<file path="src/rtl/bus_pkg.sv">
// Shared definitions for the round-robin bus arbiter/multiplexer:
// FSM state encoding, parameter limits and a clog2 helper that never
// returns a zero-width index.
package bus_pkg;

  typedef enum logic {
    ST_IDLE  = 1'b0,
    ST_OWNED = 1'b1
  } bus_state_e;

  localparam int WIDTH_MIN    = 1;
  localparam int WIDTH_MAX    = 64;
  localparam int NUM_SRC_MIN  = 2;
  localparam int NUM_SRC_MAX  = 64;
  localparam int MAX_HOLD_MIN = 2;

  // Ceiling log2, clamped to at least 1 so index vectors are never empty.
  function automatic int safe_clog2(input int value);
    int w;
    w = 0;
    for (int i = 0; i < 31; i++) begin
      if ((1 << w) < value) begin
        w = w + 1;
      end
    end
    if (w < 1) begin
      w = 1;
    end
    return w;
  endfunction

endpackage

</file>
<file path="src/rtl/rr_priority_picker.sv">
// Combinational round-robin picker. The eligible vector is rotated so the
// source just after the pointer sits at bit 0, the lowest set bit wins, and
// the winning offset is rotated back into an absolute source index.
module rr_priority_picker
  import bus_pkg::*;
#(
  parameter int NUM_SRC = 32,
  parameter int IDX_W   = safe_clog2(NUM_SRC)
) (
  input  logic [NUM_SRC-1:0] elig_i,
  input  logic [IDX_W-1:0]   ptr_i,
  output logic [NUM_SRC-1:0] win_onehot_o,
  output logic [IDX_W-1:0]   win_idx_o,
  output logic               any_o
);

  localparam logic [IDX_W-1:0] LAST_IDX = IDX_W'(NUM_SRC - 1);
  localparam logic [IDX_W:0]   NUM_EXT  = (IDX_W + 1)'(NUM_SRC);

  logic [IDX_W-1:0]   start_idx;
  logic [NUM_SRC-1:0] rotated;
  logic [IDX_W-1:0]   offset;
  logic [IDX_W:0]     sum_ext;
  logic [IDX_W:0]     wrapped_ext;

  // Rotate so that the first candidate after the pointer lands at bit 0.
  always_comb begin
    start_idx = (ptr_i == LAST_IDX) ? '0 : ptr_i + IDX_W'(1);
    rotated   = NUM_SRC'({elig_i, elig_i} >> start_idx);
  end

  // Lowest set bit of the rotated vector; descending scan lets it win last.
  always_comb begin
    offset = '0;
    any_o  = 1'b0;
    for (int i = NUM_SRC - 1; i >= 0; i--) begin
      if (rotated[i]) begin
        offset = IDX_W'(i);
        any_o  = 1'b1;
      end
    end
  end

  // Map the rotated offset back to an absolute index, modulo NUM_SRC.
  always_comb begin
    sum_ext     = {1'b0, start_idx} + {1'b0, offset};
    wrapped_ext = (sum_ext >= NUM_EXT) ? sum_ext - NUM_EXT : sum_ext;
    win_idx_o   = IDX_W'(wrapped_ext);
  end

  genvar gi;
  generate
    for (gi = 0; gi < NUM_SRC; gi++) begin : g_onehot
      assign win_onehot_o[gi] = any_o && (win_idx_o == IDX_W'(gi));
    end
  endgenerate

endmodule

</file>
<file path="src/rtl/bus_rr_arbiter_mux.sv">
// Round-robin arbitrated bus multiplexer. N sources request a shared bus;
// one owner is granted, held while its request stays high, and its word is
// registered onto bus_out together with grant/owner/valid status.
// Optional feature macro: BUS_TIMEOUT_EN (hold-timeout revoke of hogging
// owners with a per-source mask until the revoked request drops).
module bus_rr_arbiter_mux
  import bus_pkg::*;
#(
  parameter int WIDTH    = 32,
  parameter int NUM_SRC  = 32,
  parameter int IDX_W    = safe_clog2(NUM_SRC),
  parameter int MAX_HOLD = 16
) (
  input  logic                     clk,
  input  logic                     clr,
  input  logic [NUM_SRC-1:0]       src_req,
  input  logic [NUM_SRC*WIDTH-1:0] src_data,
  output logic [NUM_SRC-1:0]       bus_grant,
  output logic [IDX_W-1:0]         bus_owner,
  output logic                     bus_valid,
  output logic [WIDTH-1:0]         bus_out,
  output logic                     bus_revoke
);

  localparam logic [IDX_W-1:0] PTR_RESET = IDX_W'(NUM_SRC - 1);

  // Elaboration-time parameter range guards.
  generate
    if (WIDTH < WIDTH_MIN || WIDTH > WIDTH_MAX) begin : g_bad_width
      $error("bus_rr_arbiter_mux: WIDTH out of range");
    end
    if (NUM_SRC < NUM_SRC_MIN || NUM_SRC > NUM_SRC_MAX) begin : g_bad_num_src
      $error("bus_rr_arbiter_mux: NUM_SRC out of range");
    end
    if (MAX_HOLD < MAX_HOLD_MIN) begin : g_bad_max_hold
      $error("bus_rr_arbiter_mux: MAX_HOLD must be at least 2");
    end
  endgenerate

  bus_state_e         state_q, state_d;
  logic [NUM_SRC-1:0] grant_q, grant_d;
  logic [IDX_W-1:0]   owner_q, owner_d;
  logic               valid_q, valid_d;
  logic [WIDTH-1:0]   out_q, out_d;
  logic [IDX_W-1:0]   ptr_q, ptr_d;

  logic [NUM_SRC-1:0] eligible;
  logic [NUM_SRC-1:0] owner_excl;
  logic [NUM_SRC-1:0] pick_onehot;
  logic [IDX_W-1:0]   pick_idx;
  logic               pick_any;
  logic               arbitrate;

  logic [WIDTH-1:0]   src_word [NUM_SRC];

  genvar gi;
  generate
    for (gi = 0; gi < NUM_SRC; gi++) begin : g_unpack
      assign src_word[gi] = src_data[gi*WIDTH +: WIDTH];
    end
  endgenerate

`ifdef BUS_TIMEOUT_EN
  // hold_q counts completed hold edges since the grant; the owner has been
  // on the bus for MAX_HOLD cycles when it reaches MAX_HOLD-1.
  localparam int HOLD_W = safe_clog2(MAX_HOLD);
  localparam logic [HOLD_W-1:0] HOLD_LAST = HOLD_W'(MAX_HOLD - 1);

  logic [HOLD_W-1:0]  hold_q, hold_d;
  logic [NUM_SRC-1:0] mask_q, mask_d;
  logic               revoke_q, revoke_d;
`endif

  // The current owner is never its own successor: on release its request is
  // already low, and on a revoke it must be skipped explicitly.
  always_comb begin
    owner_excl = (state_q == ST_OWNED) ? grant_q : '0;
`ifdef BUS_TIMEOUT_EN
    eligible   = src_req & ~owner_excl & ~mask_q;
`else
    eligible   = src_req & ~owner_excl;
`endif
  end

  rr_priority_picker #(
    .NUM_SRC (NUM_SRC),
    .IDX_W   (IDX_W)
  ) u_picker (
    .elig_i       (eligible),
    .ptr_i        (ptr_q),
    .win_onehot_o (pick_onehot),
    .win_idx_o    (pick_idx),
    .any_o        (pick_any)
  );

  // Next-state logic: decide hold vs. arbitrate, then apply the pick.
  always_comb begin
    state_d   = state_q;
    grant_d   = grant_q;
    owner_d   = owner_q;
    valid_d   = valid_q;
    out_d     = out_q;
    ptr_d     = ptr_q;
    arbitrate = 1'b0;
`ifdef BUS_TIMEOUT_EN
    hold_d    = hold_q;
    mask_d    = mask_q & src_req;
    revoke_d  = 1'b0;
`endif

    case (state_q)
      ST_IDLE: begin
        arbitrate = 1'b1;
      end
      ST_OWNED: begin
        if (!src_req[owner_q]) begin
          arbitrate = 1'b1;
        end
`ifdef BUS_TIMEOUT_EN
        else if (hold_q == HOLD_LAST) begin
          arbitrate = 1'b1;
          revoke_d  = 1'b1;
          mask_d    = mask_d | grant_q;
        end
`endif
        else begin
          out_d = src_word[owner_q];
`ifdef BUS_TIMEOUT_EN
          hold_d = hold_q + HOLD_W'(1);
`endif
        end
      end
      default: begin
        state_d = ST_IDLE;
      end
    endcase

    if (arbitrate) begin
      if (pick_any) begin
        state_d = ST_OWNED;
        grant_d = pick_onehot;
        owner_d = pick_idx;
        valid_d = 1'b1;
        out_d   = src_word[pick_idx];
        ptr_d   = pick_idx;
`ifdef BUS_TIMEOUT_EN
        hold_d  = '0;
`endif
      end else begin
        state_d = ST_IDLE;
        grant_d = '0;
        valid_d = 1'b0;
      end
    end
  end

  // State and output registers; clr takes priority over everything.
  always_ff @(posedge clk) begin
    if (clr) begin
      state_q  <= ST_IDLE;
      grant_q  <= '0;
      owner_q  <= '0;
      valid_q  <= 1'b0;
      out_q    <= '0;
      ptr_q    <= PTR_RESET;
`ifdef BUS_TIMEOUT_EN
      hold_q   <= '0;
      mask_q   <= '0;
      revoke_q <= 1'b0;
`endif
    end else begin
      state_q  <= state_d;
      grant_q  <= grant_d;
      owner_q  <= owner_d;
      valid_q  <= valid_d;
      out_q    <= out_d;
      ptr_q    <= ptr_d;
`ifdef BUS_TIMEOUT_EN
      hold_q   <= hold_d;
      mask_q   <= mask_d;
      revoke_q <= revoke_d;
`endif
    end
  end

  assign bus_grant = grant_q;
  assign bus_owner = owner_q;
  assign bus_valid = valid_q;
  assign bus_out   = out_q;
`ifdef BUS_TIMEOUT_EN
  assign bus_revoke = revoke_q;
`else
  assign bus_revoke = 1'b0;
`endif

endmodule

</file>
<file path="config.mk">
export PLATFORM = sky130hd
export DESIGN_NAME = bus_rr_arbiter_mux
export DESIGN_NICKNAME = d
export VERILOG_FILES = /design/src/rtl/bus_pkg.sv /design/src/rtl/rr_priority_picker.sv /design/src/rtl/bus_rr_arbiter_mux.sv
export SDC_FILE = /design/constraint.sdc
export NUM_CORES = 1
export LEC_CHECK = 0
export CORE_AREA = 2 2 438 440
export CTS_BUF_LIST = sky130_fd_sc_hd__clkbuf_8
export DETAILED_ROUTE_END_ITERATION = 6
export DIE_AREA = 0 0 440 442
export PLACE_DENSITY_LB_ADDON = 0.1
export SYNTH_ARGS = -nofsm -noshare
export SYNTH_HDL_FRONTEND = slang
export SYNTH_SLANG_ARGS = --single-unit
</file>
<file path="constraint.sdc">
create_clock -name clk -period 11.7 [get_ports clk]
set_input_delay 2.925 -clock clk [delete_from_list [all_inputs] [get_ports clk]]
set_output_delay 2.925 -clock clk [all_outputs]
set_load 0.02 [all_outputs]
</file>
### Word level (Yosys, flattened, before mapping)

Cells that the tools add are included.

* add/sub/neg operators: 3
* multipliers: 0
* divide/modulo/power cells: 0
* magnitude comparators: 4
* equal/unequal tests: 32
* shift operators: 1
* muxes and demuxes: 83
* bitwise logic cells: 5
* reduce and logical (&&, ||, !) cells: 34

Operators by type and width (number)
* binary-select mux 32 bit (select 5 bit): 2
* two-way mux 32 bit: 10
* two-way mux 5 bit: 34
* == test 5 bit (second input constant): 17
* >> shifter 64 x 5 -> 32 bit: 1
* == test 5 x 4 -> 1 bit (second input constant): 8
* two-way mux 1 bit: 35
* AND 32 bit: 1
* logical AND 1 bit: 32
* inverter 32 bit: 1
* == test 5 x 3 -> 1 bit (second input constant): 4
* >= comparator 6 bit (second input constant): 3
* inverter 5 -> 6 bit: 2
* == test 5 x 2 -> 1 bit (second input constant): 2
* adder 5 x 5 -> 6 bit: 1
* less-than comparator 5 x 6 -> 1 bit (second input constant): 1
* adder 5 x 1 -> 5 bit (second input constant): 1
* binary-select mux 1 bit (select 5 bit): 1
* == test 5 x 1 -> 1 bit (second input constant): 1
* zero test 5 bit: 1
* subtractor 5 x 1 -> 5 bit (second input constant): 1
* one-hot mux 1 bit (2 select lines): 1
* AND reduction 2 bit: 1
* inverter 1 bit: 1

* flip-flop bits (word level): 75
* bits in latches: 0
* bits in writable memories: 0
* ROM bits: 0
* bits of input ports: 1058
* memories: 0

### Logic depth before layout (Yosys ltp)

Gate-level depths: netlist of run 1.

* word-level depth: 45
* depth in mapped cells: 30
* gate-level depth less buffers: 26

### By module

A second synthesis of run 1 with hierarchy kept.

* cell total of the unflattened synthesis: 2785
* area total of the unflattened synthesis: 23621.4 µm²

By module, submodules not included
* bus_rr_arbiter_mux: times used 1, cells each 2281, area an instance 19802.7 µm²
* rr_priority_picker: times used 1, cells each 504, area an instance 3818.7 µm²

### Worst setup path after synthesis of run 1

OpenSTA, ideal clock, no wires.

* path kind: input to register
* start: input src_req[16]
* end: register out_q[1] (netlist: bus_out[1])
* setup time: 117 ps
* arrival time: 7817 ps
* required time: 11583 ps
* slack: 3766 ps
* stages: 20
* path buffers: 4
* cell sequence: a21boi_0 mux4_2 nand2_1 o21ai_2 mux2_2 nand2_1 a21oi_1 o21ai_0 a21oi_1 o2111a_1 o21ai_0 a311oi_1 ha_1 clkbuf_1 clkbuf_1 buf_1 buf_1 mux4_2 mux4_2 a22o_1

* longest elaborated chain between the ends: 43
* elaborated cells between the ends (all ways): 82

Ends and longest elaborated chain
* start, declared: line bus_rr_arbiter_mux.sv:16 `input logic [NUM_SRC-1:0] src_req,`
* AND 32 bit *: line bus_rr_arbiter_mux.sv:81 `eligible = src_req & ~owner_excl;`
* >> shifter 64 x 5 -> 32 bit *: line rr_priority_picker.sv:29 `rotated = NUM_SRC'({elig_i, elig_i} >> start_idx);`
* two-way mux 5 bit (31 in series): line rr_priority_picker.sv:37 `if (rotated[i]) begin`
* two-way mux 5 bit *: line rr_priority_picker.sv:37
* adder 5 x 5 -> 6 bit *: line rr_priority_picker.sv:46 `sum_ext = {1'b0, start_idx} + {1'b0, offset};`
* subtractor 5 x 1 -> 5 bit or >= comparator 6 bit (tied branches): line rr_priority_picker.sv:47 `wrapped_ext = (sum_ext >= NUM_EXT) ? sum_ext - NUM_EXT : sum_ext;`
* two-way mux 5 bit *: line rr_priority_picker.sv:47
* named net pick_idx[0]: line bus_rr_arbiter_mux.sv:50 `logic [IDX_W-1:0] pick_idx;`
* inverter 5 -> 6 bit (implied by the code) *: line bus_rr_arbiter_mux.sv:144 `out_d = src_word[pick_idx];`
* binary-select mux 32 bit (select 5 bit) *: line bus_rr_arbiter_mux.sv:144
* two-way mux 32 bit (implied by the code) * (2 in series): line bus_rr_arbiter_mux.sv:144
* two-way mux 32 bit *: line bus_rr_arbiter_mux.sv:139 `if (pick_any) begin`
* two-way mux 32 bit *: line bus_rr_arbiter_mux.sv:138 `if (arbitrate) begin`
* end signal, assigned: line bus_rr_arbiter_mux.sv:176 `out_q <= out_d;`
* end, declared: line bus_rr_arbiter_mux.sv:44 `logic [WIDTH-1:0] out_q, out_d;`

The timed path passes the listed nets; every way through them passes the cells marked *. The select of a mux whose other input is x is not followed.
A chain may end at the register's enable or synchronous reset.

### Worst setup path after layout of run 1

* start: input src_req[7]
* end: register out_q[20] (netlist: bus_out[20])

* longest elaborated chain between the ends: 43
* elaborated cells between the ends (all ways): 82

Ends and longest elaborated chain (line)
* AND 32 bit: bus_rr_arbiter_mux.sv:81
* >> shifter 64 x 5 -> 32 bit: rr_priority_picker.sv:29
* two-way mux 5 bit (32 in series): rr_priority_picker.sv:37
* adder 5 x 5 -> 6 bit: rr_priority_picker.sv:46
* subtractor 5 x 1 -> 5 bit or >= comparator 6 bit (tied branches): rr_priority_picker.sv:47
* two-way mux 5 bit: rr_priority_picker.sv:47
* inverter 5 -> 6 bit (implied by the code): bus_rr_arbiter_mux.sv:144
* binary-select mux 32 bit (select 5 bit): bus_rr_arbiter_mux.sv:144
* two-way mux 32 bit (implied by the code) (2 in series): bus_rr_arbiter_mux.sv:144
* two-way mux 32 bit: bus_rr_arbiter_mux.sv:139
* two-way mux 32 bit *: bus_rr_arbiter_mux.sv:138

Every way passes the cells marked *; elsewhere a longest branch is shown, timed or not. The select of a mux whose other input is x is not followed.

==> results of run 1 <==
Yosys cell counts, types with 4 or more instances:
master | n | area, um^2
a21bo_2 | 24 | 240
nand4b_1 | 21 | 184
or4_1 | 7 | 52.6
nor2_1 | 48 | 180
o21ai_1 | 8 | 40.0
clkbuf_1 | 133 | 499
nor2_2 | 5 | 31.3
o211ai_1 | 9 | 67.6
inv_1 | 5 | 18.8
o21a_1 | 8 | 60.1
nand2b_1 | 25 | 156
o22ai_1 | 41 | 257
a211oi_1 | 6 | 45.0
buf_6 | 12 | 135
a21boi_1 | 23 | 173
nand2_1 | 100 | 375
mux2_2 | 9 | 101
a221o_1 | 11 | 110
buf_2 | 15 | 75.1
nor3_1 | 15 | 75.1
buf_1 | 45 | 169
a32o_1 | 18 | 180
a31oi_1 | 4 | 25.0
o311ai_1 | 21 | 184
a211o_1 | 4 | 35.0
buf_4 | 13 | 97.6
and2_1 | 6 | 37.5
nor4_1 | 4 | 25.0
nor2b_1 | 12 | 75.1
o21ai_0 | 21 | 105
dfxtp_1 | 75 | 1500
mux4_4 | 10 | 250
a21oi_1 | 35 | 175
a21boi_0 | 13 | 97.6
mux2i_1 | 85 | 851
nand3_1 | 6 | 30.0
or3_1 | 4 | 25.0
a22o_1 | 19 | 166
mux4_2 | 654 | 14700
ha_1 | 6 | 75.1
layout by cell type, fill, tap and decap left out, drive strengths merged, types with 26 or more instances in the layout:
cell type | netlist | layout
clkdlybuf4s50 | 0 | 1126
mux4 | 664 | 664
nand2 | 100 | 100
mux2i | 86 | 86
dfxtp | 75 | 75
buf | 85 | 55
nor2 | 53 | 53
o22ai | 41 | 41
a21boi | 37 | 37
a21oi | 36 | 36
o21ai | 31 | 31
diode | 0 | 26
a21bo | 26 | 26
critical path: stages:
cell	delay, ns
clkdlybuf4s50_1	0.45
a21boi_1	0.16
mux4_2	0.59
mux2i_1	0.22
a211oi_1	0.20
and2_1	0.24
a211oi_1	0.43
o21a_1	0.18
o311ai_0	0.23
and2_1	0.25
a311oi_1	0.43
ha_4	0.22
inv_1	0.06
fa_4	1.44
buf_12	0.45
mux4_2	0.41
mux4_2	0.56
mux2i_1	0.17
o311ai_1	0.11
per-stage QoR:
step	instances	utilization (%)	hold WS (ns)	cell area, um^2
global route	5148	19.3	0.572	36600
CTS	5134	19.3	0.538	36600
detailed placement	5118	19.2	0.505	36400
floorplan	1644	-	0.470	22300
finish	5160	19.3	0.535	36700
global placement	5118	19.2	0.496	36400
cell families after synthesis:
logic type | Yosys count | synth area share (%)
AND/OR/NAND/NOR | 274 | 6.47
AO/OA/AOI/OAI | 296 | 10.1
adder cells (fa/ha/maj) | 7 | 0.426
other | 1 | 0.0168
flip-flops | 75 | 6.72
multiplexers | 759 | 71.4
XOR/XNOR | 6 | 0.319
buffers and inverters | 226 | 4.51
registers in the layout, summed over array words and instances, names as in the netlist:
| register | count |
|---|---|
| ptr_q | 5 |
| bus_grant | 32 |
| bus_valid | 1 |
| bus_out | 32 |
| bus_owner | 5 |
final timing paths:
path,start,end,slack [ns],cells past startpoint
worst min register to register,ptr_q[3],ptr_q[3],0.54,2
worst max-delay path,src_req[7],bus_out[20],2.06,19
worst min-delay path,ptr_q[3],ptr_q[3],0.54,2
worst max register to register,ptr_q[0],bus_out[20],2.98,23
cell type report:
| type | instances | area, um^2 |
|---|---|---|
| antenna | 26 | 65.1 |
| fill | 20300 | 153000 |
| clock inverter | 7 | 63.8 |
| sequential | 75 | 1520 |
| tap | 2511 | 3140 |
| multi-input combinational | 1343 | 19900 |
| timing repair buffer | 1181 | 11800 |
| clock buffer | 9 | 124 |
| inverter | 8 | 32.5 |
per-layer routing:
metal,GRT usage [%],vias to the layer above,wire length [um]
li1,-,9456,-
met1,24.7,13700,80200
met2,36.7,1422,106000
met3,4.01,275,12200
met4,4.09,62,4860
met5,0,-,413
==> metrics.md, run 1 <==
| Metric | Value |
|---|---|
| Area growth syn-to-layout | 64.1% |
| Max Buffers Root-to-Sink | 2 |
| Total of max-cap violations | 0 |
| Yosys warnings | 0 |
| Postcts setup bufs | 0 |
| Vias | 24,900 |
| Initial DRC Count | 1,910 |
| Total core area | 190,000 um^2 |
| Antenna violations before repair | 122 |
| CTS-repair resized insts | 0 |
| NumNets Final | 3,683 |
| Required @ worst endpoint | 12.11 ns |
| Unrepaired setup endpoints after global routing | false |
| Global-route wire length before repair | 265,000 um |
| Clock Root Buffer | clkbuf_8 |
| Die extent in y | 442 um |
| Asr flop ratio synth | 0% |
| DP HPWL | 170,000 um |
| Status | completed |
| Initial Util | 11.8% |
| Hold Crit Class | flop to flop |
| Io pins | 1,129 |
| TritonRoute pass-1 iters | 5 |
| CP Class | input pin to flop |
| Post-route ant nets | 0 |
| Syn Inst Count | 1,644 |
| Least-Margin Pin Slew | 1.09 ns |
| Fmax | 104 MHz |
| Final worst slack | 2.06 ns |
| Clock-pin slew on the worst setup and hold paths | 0.13 ns |
| I/O Buffers | 1,127 |
| Mapped cell area | 22,300 um^2 |
| Die ar. | 194,000 um^2 |
| Number of synthesized flops with an enable pin | 0 |
| Most used DFF post-synth | dfxtp_1 |
| Routed len/inst | 39.4 um |
| Period utilization | 82.4% |
| Setup Viol. Count Final | 0 |
| DP Worst Slack | 1.49 ns |
| Period minus WS final | 9.64 ns |
| CTS Hold Bufs | 0 |
| Rows | 160 |
| GRT Total Usage | 20.3% |
| H-tree depth | 3 |
| Via count of the first global-routing pass | 25,100 |
| CP max FO | 80 |
| Crit. End Element | flop |
| Largest net degree at the start of global routing | 81 |
| Final GP Congestion | 0.967 |
| Num CTS Buffers | 9 |
| Worst slew margin | 27.4% |
| Clk sinks | 75 |
| Critical Path AT | 10.05 ns |
| Worst skew pair latency | 0.56 ns |
| Die width | 440 um |
| Fraction of layout cells with a size suffix above 1 | 30.8% |
| Mapped Nets | 2,709 |
| Syn Area/Cell | 13.6 um^2 |
| Final Hold Fails | 0 |
| GR Overflow Total | 0 |
| Drt drc | 0 |
| Vias per inst | 4.82 |
| Register bit total from synthesis | 75 |
| Post-synthesis sequential area ratio | 6.72% |
| Final WL | 203,000 um |
| CTS tree | built |
| Clock Skew | 0.0716 ns |
| Final Max Tran Viols | 0 |
| Setup TNS Final | 0 ns |
| Worst Setup Start Kind | input pin |
| Netlist cell types | 84 |
Power of run 1 is not shown: default switching activity piles up to over one toggle a cycle in this logic, so the estimate is an artifact.
==> run 2: changes to the inputs <==
--- a/config.mk
+++ b/config.mk
@@ -5,10 +5,10 @@
 export SDC_FILE = /design/constraint.sdc
 export NUM_CORES = 1
 export LEC_CHECK = 0
-export CORE_AREA = 2 2 438 440
+export CORE_AREA = 2 2 440 442
 export CTS_BUF_LIST = sky130_fd_sc_hd__clkbuf_8
 export DETAILED_ROUTE_END_ITERATION = 6
-export DIE_AREA = 0 0 440 442
+export DIE_AREA = 0 0 442 444
 export PLACE_DENSITY_LB_ADDON = 0.1
 export SYNTH_ARGS = -nofsm -noshare
 export SYNTH_HDL_FRONTEND = slang
==> constraint.sdc (replaced) <==
create_clock -name clk -period 9.8 [get_ports clk]
set_input_delay 2.45 -clock clk [delete_from_list [all_inputs] [get_ports clk]]
set_output_delay 2.45 -clock clk [all_outputs]
set_load 0.02 [all_outputs]
==> run 2 against run 1 <==
Against the previous run: sequential cell count unchanged; die area up 0.91%; non-clock buffer count rose by 17; critical path type unchanged; highest routed layer unchanged.
==> metrics.md, run 2 (synthesis results as in run 1) <==
| Metric | Value |
|---|---|
| Status | completed |
| Io pins | 1,129 (unchanged) |
| Global Route met2 Usage | 35.7% (-0.94 points) |
| CP Class | input pin to flop |
| CP Capture Point | bus_out[4] |
| Worst Reg-to-Reg Cells | 25 (+8.7%) |
| Vias per inst | 4.78 (-0.85%) |
| Final Hold Fails | 0 (unchanged) |
| Via count of the first global-routing pass | 25,300 (+0.78%) |
| CTS Hold Bufs | 0 (unchanged) |
| RR Endpoint | bus_out[4] |
| Global-route wire length before repair | 264,000 um (-0.51%) |
| Least-Margin Pin Slew | 1.21 ns (+0.118 ns) |
| GRT Total Usage | 19.9% (-0.36 points) |
| Routed len/inst | 38.9 um (-1.2%) |
| Reg2Reg Launch Point | ptr_q[0] |
| Total of max-cap violations | 0 (unchanged) |
| Clock-pin slew on the worst setup and hold paths | 0.15 ns (+0.02 ns) |
| Fmax | 116 MHz |
| I/O Buffers | 1,127 (unchanged) |
| DP HPWL | 172,000 um (+0.93%) |
| Drt drc | 0 (unchanged) |
| CP max FO | 36 (-55%) |
| Filler cell count in the final layout | 20,700 (+1.8%) |
| Postcts setup bufs | 0 (unchanged) |
| R2r setup slk | 1.78 ns (-1.20 ns) |
| H-tree depth | 3 (unchanged) |
| Register area | 1520 um^2 (unchanged) |
| CTS-repair resized insts | 0 (unchanged) |
| Num CTS Buffers | 9 (unchanged) |
| Die width | 442 um (+0.45%) |
| Clock Root Buffer | clkbuf_8 |
| Die ar. | 196,000 um^2 (+0.91%) |
| Area of the multi-input gates | 19,900 um^2 (about the same) |
| Hold Crit Class | flop to flop |
| Vias | 25,000 (+0.23%) |
| Worst slew margin | 19.6% (-7.8 points) |
| TritonRoute pass-1 iters | 7 (+2) |
| Largest net degree at the start of global routing | 88 (+8.6%) |
| Final GP Congestion | 0.899 (-7.1%) |
| Clk sinks | 75 (unchanged) |
| Grt met3 use | 4.34% (+0.34 points) |
| Crit. End Element | flop |
| GR Overflow Total | 0 (unchanged) |
| Clock Skew | 0.0478 ns (-0.0238 ns) |
| Period utilization | 87.8% |
| Area growth syn-to-layout | 65.4% |
| Setup TNS Final | 0 ns (unchanged) |
| Global-route track usage on met1 | 24.0% (-0.73 points) |
| Hold Slack | 0.534 ns (-0.00120 ns) |
| Worst Setup Start Kind | input pin |
| GR peak layer | met2 |
| Rows | 161 (+0.63%) |
| Leading cell type in the layout, fill and taps excluded | clkdlybuf4s50_1 |
| Post-route ant nets | 0 (unchanged) |
| Required @ worst endpoint | 10.20 ns (-1.91 ns) |
| Initial DRC Count | 2,400 (+26%) |
| Worst skew pair latency | 0.52 ns (-0.04 ns) |
| Period minus WS final | 8.60 ns |
| Total core area | 192,000 um^2 (+1.0%) |
| Antenna violations before repair | 131 (+7.4%) |
| Crit path from | src_req[22] |
| Setup Viol. Count Final | 0 (unchanged) |
| Critical Path AT | 9.00 ns (-1.05 ns) |
| Max Buffers Root-to-Sink | 2 (unchanged) |
| Final WL | 203,000 um (-0.16%) |
| Final Max Tran Viols | 0 (unchanged) |
| Fraction of layout cells with a size suffix above 1 | 31.3% (+0.45 points) |
| CTS tree | built |
| Initial Util | 11.7% (-0.12 points) |
| Die extent in y | 444 um (+0.45%) |
| Commonest cells after routing, fill and taps aside | clkdlybuf4s50_1 (1,126), mux4_2 (654), nand2_1 (100) |
| Unrepaired setup endpoints after global routing | false |
| NumNets Final | 3,700 (+0.46%) |
-- run 2: cell count changes in the layout (fill, tap and decap cells not counted), sizes merged --
cell / before / now
buf: 55 / 72
clkinv: 1 / 2
clkinvlp: 2 / 1
diode: 26 / 50
-- run 2: layout make-up --
class                      instances  share of cell area [%]
clock buffer                       9                   0.335
timing repair buffer            1198                    32.5
inverter                           8                  0.0881
multi-input combinational       1343                    53.9
clock inverter                     7                   0.176
antenna                           50                   0.339
tap                             2526                    8.55
sequential                        75                    4.12
-- run 2: worst max-delay path, cell delays in order --
cell	delay, ns
clkdlybuf4s50_1	0.51
a21boi_1	0.58
mux4_2	0.45
nand2_1	0.07
o21a_1	0.13
a21boi_1	0.43
nor3_1	0.18
o22ai_1	0.15
o2111a_1	0.27
o21ai_0	0.11
a311oi_1	0.46
ha_4	0.21
inv_1	0.06
fa_4	0.96
buf_12	0.26
buf_4	0.38
mux4_2	0.35
mux4_2	0.57
mux2i_1	0.19
o311ai_1	0.11
-- run 2: worst min path at each step --
stage                start     endpoint  slack (ns)  cells after the start
2_1_floorplan     ptr_q[3]     ptr_q[3]        0.47                      2
3_3_place_gp   bus_out[14]  bus_out[14]        0.52                      2
3_5_place_dp      ptr_q[4]     ptr_q[4]        0.52                      2
4_1_cts           ptr_q[4]     ptr_q[4]        0.54                      2
5_1_grt        bus_out[25]  bus_out[25]        0.57                      2
6_report          ptr_q[4]     ptr_q[4]        0.53                      2
-- run 2: through the flow --
step,cells,instance area [um^2],setup WS [ns],utilization [%]
2_1_floorplan,1644,22300,2.34,-
3_3_place_gp,5150,36600,0.512,19.1
3_5_place_dp,5150,36600,0.635,19.1
4_1_cts,5166,36800,1.26,19.2
5_1_grt,5193,36900,1.05,19.3
6_report,5216,36900,1.20,19.3
-- run 2: routing by layer --
layer	share of wire [%]	routed length (um)	vias up
met2	52	106000	1520
met4	2.1	4310	54
met5	0.18	356	-
met3	6.4	13000	232
met1	39	79500	13600
li1	-	-	9520
Power of run 2 is left out for the same reason.
